--- config.mk ---
export PLATFORM = sky130hd
export DESIGN_NAME = approx_serial_adder_ctrl
export DESIGN_NICKNAME = d
export VERILOG_FILES = /design/src/rtl/approx_serial_adder_ctrl.sv
export SDC_FILE = /design/constraint.sdc
export NUM_CORES = 1
export LEC_CHECK = 0
export ABC_CLOCK_PERIOD_IN_PS = 3600
export CAP_MARGIN = 20
export CORE_MARGIN = 4
export CORE_UTILIZATION = 55
export DETAILED_ROUTE_END_ITERATION = 8
export DONT_BUFFER_PORTS = 1
export GPL_ROUTABILITY_DRIVEN = 0
export GPL_TIMING_DRIVEN = 0
export PLACE_DENSITY = 0.74
export SYNTH_ARGS = -nofsm -noshare
export SYNTH_HDL_FRONTEND = slang
export SYNTH_SLANG_ARGS = --single-unit
--- constraint.sdc ---
create_clock -name clk -period 3.6 [get_ports clk]
set_input_delay 0.72 -clock clk [delete_from_list [all_inputs] [get_ports clk]]
set_output_delay 0.72 -clock clk [all_outputs]
set_load 0.01 [all_outputs]
--- src/rtl/approx_serial_adder_ctrl.sv ---
// approx_serial_adder_ctrl: bit-serial adder, one bit per cycle, LSB first.
// The lowest K positions use an approximate OR/AND cell and the rest use exact full adders.
`default_nettype none

module approx_serial_adder_ctrl #(
  parameter int WIDTH = 16
) (
  input  logic             clk,
  input  logic             rst_n,
  input  logic             in_valid,
  output logic             in_ready,
  input  logic [WIDTH-1:0] in_a,
  input  logic [WIDTH-1:0] in_b,
  input  logic [4:0]       approx_bits,
  input  logic             abort,
  output logic             out_valid,
  input  logic             out_ready,
  output logic [WIDTH:0]   out_sum,
  output logic             busy,
  output logic [15:0]      op_count
);

  localparam int            IW       = (WIDTH > 1) ? $clog2(WIDTH) : 1;
  localparam int            KMAX     = (WIDTH - 1 > 31) ? 31 : WIDTH - 1;
  localparam logic [4:0]    KMAX_V   = KMAX[4:0];
  localparam logic [IW-1:0] LAST_IDX = IW'(WIDTH - 1);

  typedef enum logic [1:0] {
    S_IDLE = 2'd0,
    S_RUN  = 2'd1,
    S_DONE = 2'd2
  } state_t;

  state_t           state_q, state_d;
  logic [WIDTH-1:0] a_q, a_d;
  logic [WIDTH-1:0] b_q, b_d;
  logic [4:0]       k_q, k_d;
  logic             carry_q, carry_d;
  logic [IW-1:0]    idx_q, idx_d;
  logic [WIDTH-1:0] work_q, work_d;
  logic [WIDTH:0]   sum_q, sum_d;
  logic [15:0]      cnt_q, cnt_d;

  logic w_x, w_y, w_z, w_approx, w_s, w_c;

  assign w_x      = a_q[idx_q];
  assign w_y      = b_q[idx_q];
  assign w_z      = carry_q;
  assign w_approx = ({27'd0, k_q} > 32'(idx_q));
  assign w_s      = w_approx ? (w_x | w_y | w_z) : (w_x ^ w_y ^ w_z);
  assign w_c      = w_approx ? (w_x & w_y)
                             : ((w_x & w_y) | (w_x & w_z) | (w_y & w_z));

  always_comb begin
    state_d = state_q;
    a_d     = a_q;
    b_d     = b_q;
    k_d     = k_q;
    carry_d = carry_q;
    idx_d   = idx_q;
    work_d  = work_q;
    sum_d   = sum_q;
    cnt_d   = cnt_q;
    case (state_q)
      S_IDLE: begin
        if (in_valid) begin
          a_d     = in_a;
          b_d     = in_b;
          k_d     = (approx_bits > KMAX_V) ? KMAX_V : approx_bits;
          carry_d = 1'b0;
          idx_d   = '0;
          work_d  = '0;
          state_d = S_RUN;
        end
      end
      S_RUN: begin
        if (abort) begin
          carry_d = 1'b0;
          idx_d   = '0;
          state_d = S_IDLE;
        end else begin
          // Partial bits live in work_q so out_sum keeps the previous result until completion.
          work_d[idx_q] = w_s;
          carry_d       = w_c;
          idx_d         = idx_q + 1'b1;
          if (idx_q == LAST_IDX) begin
            sum_d   = {w_c, work_d};
            carry_d = 1'b0;
            idx_d   = '0;
            state_d = S_DONE;
          end
        end
      end
      S_DONE: begin
        if (out_ready) begin
          if (cnt_q != 16'hFFFF) begin
            cnt_d = cnt_q + 16'd1;
          end
          state_d = S_IDLE;
        end
      end
      default: state_d = S_IDLE;
    endcase
  end

  always_ff @(posedge clk or negedge rst_n) begin
    if (!rst_n) begin
      state_q <= S_IDLE;
      a_q     <= '0;
      b_q     <= '0;
      k_q     <= '0;
      carry_q <= 1'b0;
      idx_q   <= '0;
      work_q  <= '0;
      sum_q   <= '0;
      cnt_q   <= '0;
    end else begin
      state_q <= state_d;
      a_q     <= a_d;
      b_q     <= b_d;
      k_q     <= k_d;
      carry_q <= carry_d;
      idx_q   <= idx_d;
      work_q  <= work_d;
      sum_q   <= sum_d;
      cnt_q   <= cnt_d;
    end
  end

  assign in_ready  = (state_q == S_IDLE);
  assign out_valid = (state_q == S_DONE);
  assign busy      = (state_q == S_RUN) || (state_q == S_DONE);
  assign out_sum   = sum_q;
  assign op_count  = cnt_q;

endmodule

`default_nettype wire

==> results.tsv, run 1 <==
metric	value	unit
Clk pin slew, worst setup/hold paths	0.09	ns
layout cells sized above 1	11.0	%
Starting Density	56.8	%
DRC viols	0	
row count	32	
met3 WL post-DR	593	um
Distinct cells, synth	34	
routed wire length	8840	um
max_cap viols	0	
crit-path max FO	10	
FF-to-FF path depth	8	
worst vdd ir	0.422	mV
Layout area overhead	7.12	%
clk sinks	92	
pre-CTS setup slack	0.160	ns
Final Cycle Share	92.6	%
reg-to-reg critical path endpoint	work_q[11]	
Hold Vio Cnt, Final	0	
synthesized net count	462	
cts bufs inserted	9	
post-layout minimum cycle time	3.33	ns
post-detail-place hpwl	6330	um
critical setup path kind	reg2reg	
Final WS setup	0.266	ns
Root Driver	clkbuf_8	
vias per std cell	5.73	
Mapped Cells	405	
CTS Buffer Depth	2	
Worst-Skew Late Latency	0.36	ns
top-area cell type share of the netlist area	52.2	%
Worst R2R Start	idx_q[0]	
routed via count	2990	
Pre-Repair DR Iteration Count	4	
final max-slew violation count	0	
Slew @ Worst Pin	0.542	ns
initial antenna violation count	0	
highest metal used	met4	
Syn Area/Cell	10.9	um^2
register area share after synthesis	52.2	%
Hold Path Class	in2async	
die footprint	9520	um^2
Post-CTS Hold Fix Bufs	0	
fin util	60.8	%
die height	97.6	um
vias in the first global route	3048	
R2R Setup Slk	0.27	ns
PortBufs	0	
slew margin rel.	63.9	%
CTS tree	done	
Crit. End Element	flop	
postcts setup bufs	0	
nets	473	
Final Setup Violations	0	
Setup crit start	idx_q[0]	
Leak	0.00218	uW
post-route ant nets	0	
grt ovf	0	
largest cells by area after synthesis	dfrtp_1 52%, nand2_1 4.9%, mux2_2 4.3%	
PD cells	688	nW/um^2
status	finished clean	
Die X	97.6	um
Met1 Wirelength	3900	um
metal2 WL	4290	um
Yosys warning count	0	
first-pass GRT wire length	15000	um
clk_skew	0.0136	ns
GRT Overall Usage	19.3	%
Iter 0 DRT Violations	139	
largest net degree at the start of global routing	93	
RSZ-0062 raised after global routing	false	
post-CTS sizing	0	
Max Fclk	300	MHz
register bit count reported by yosys	92	
CP Launch Type	flop	
Boundary Pins	78	
ant diodes	0	
H-Tree Depth	3	
Core ar.	7770	um^2
overall power	3250	uW
Routed wire per std cell	16.9	um
final setup TNS	0	ns
Post-Syn Area	4410	um^2
crit path DAT	3.57	ns
worst path required time	3.83	ns
largest area contributor in the netlist	dfrtp_1	
==> per-stage QoR <==
step | hold slack (ns) | cell area (um^2) | cells
after floorplan | 0.424 | 4410 | 405
after global placement | 0.428 | 4540 | 507
after detailed placement | 0.428 | 4540 | 507
after CTS | 0.0339 | 4720 | 522
after global routing | 0.0192 | 4720 | 522
final | 0.0414 | 4720 | 522
==> state kept, by name (all words and copies together), names as in the netlist <==
signal	flops
out_sum	17
a_q	16
b_q	16
op_count	16
work_q	15
k_q	5
idx_q	4
state_q	2
carry_q	1
==> synth_stat cells (all sizes together) <==
cell type,number
dfrtp,92
nand2,58
o21ai,45
mux2,33
a21oi,29
nand3,22
inv,15
ha,14
nor2,14
buf,13
and3,10
mux4,10
nor2b,8
xnor2,6
and2,5
mux2i,5
a31oi,4
and4,4
clkbuf,4
nand4,4
nand2b,2
o31ai,2
a41oi,1
fa,1
nor3,1
o221ai,1
o22a,1
xor2,1
==> worst max-delay path by stage <==
| stage | endpoint | cells past startpoint |
|---|---|---|
| global route | work_q[12] | 8 |
| finish | work_q[11] | 8 |
| global placement | work_q[7] | 8 |
| floorplan | work_q[5] | 8 |
| detailed placement | work_q[13] | 8 |
| CTS | work_q[11] | 8 |
==> cell usage in the layout, fill, tap and decap left out, types with 2 or more instances in the layout <==
cell type and count:
inv_2 2, buf_6 2, xnor2_1 6, mux2i_1 4, nor2_1 14, o31ai_1 2, mux4_1 6, o21ai_1 22
mux2_1 16, o21ai_0 23, mux2_2 17, and3_1 10, mux4_2 4, and2_1 5, nand2_1 58, a21oi_1 29
dfrtp_1 92, nand3_1 22, nand4_1 4, clkbuf_8 9, clkbuf_1 6, nor2b_1 8, a31oi_1 4, buf_1 4
and4_1 4, nand2b_1 2, buf_2 7, ha_1 14, inv_1 13
==> layer usage <==
metal	vias to the layer above	track usage [%]
li1	1455	-
met1	1458	25.0
met2	73	30.8
met3	4	7.18
met4	0	5.22
met5	-	0
==> power breakdown <==
part	internal (uW)	switching, uW
clock	318	357
sequential	1300	176
combinational	533	572
total	2150	1100
==> worst max-delay path: stages, from the launching register on <==
cell	delay, ns
dfrtp_1	0.54
buf_6	0.22
mux4_1	0.57
mux4_2	0.53
fa_1	0.48
and3_1	0.17
mux2i_2	0.30
buf_2	0.30
o21ai_1	0.10
==> layout make-up <==
| type | instances | area (um^2) |
|---|---|---|
| clock buffer | 11 | 131 |
| clock inverter | 4 | 51.3 |
| tap | 102 | 128 |
| fill | 649 | 3040 |
| multi-input combinational | 281 | 1970 |
| inverter | 15 | 56.3 |
| buffer | 17 | 87.6 |
| sequential | 92 | 2300 |
==> cell families (layout without fill, tap and decap cells) <==
logic type / after synthesis / in the layout / synth area share, %
AOI/OAI and AO/OA: 83 / 83 / 9.90
xor gates and xnor gates: 7 / 7 / 1.39
adders and majority gates: 15 / 15 / 4.43
buffers and inverters: 32 / 47 / 3.26
DFF: 92 / 92 / 52.2
muxes: 48 / 48 / 15.2
and+or+nand+nor: 128 / 128 / 13.6
No activity file was read; power rests on OpenSTA's default activity.
==> run 2, diff against run 1 <==
--- a/config.mk
+++ b/config.mk
@@ -5,7 +5,6 @@
 export SDC_FILE = /design/constraint.sdc
 export NUM_CORES = 1
 export LEC_CHECK = 0
-export ABC_CLOCK_PERIOD_IN_PS = 3600
 export CAP_MARGIN = 20
 export CORE_MARGIN = 4
 export CORE_UTILIZATION = 55
==> results of run 2 <==
Final layout, timing and power as in run 1 (identical DEF).
==> run 3, diff against run 2 <==
--- a/config.mk
+++ b/config.mk
@@ -13,6 +13,7 @@
 export GPL_ROUTABILITY_DRIVEN = 0
 export GPL_TIMING_DRIVEN = 0
 export PLACE_DENSITY = 0.74
+export SKIP_CTS_REPAIR_TIMING = 1
 export SYNTH_ARGS = -nofsm -noshare
 export SYNTH_HDL_FRONTEND = slang
 export SYNTH_SLANG_ARGS = --single-unit
==> results of run 3 <==
Final layout, timing and power as in run 1 (identical DEF).
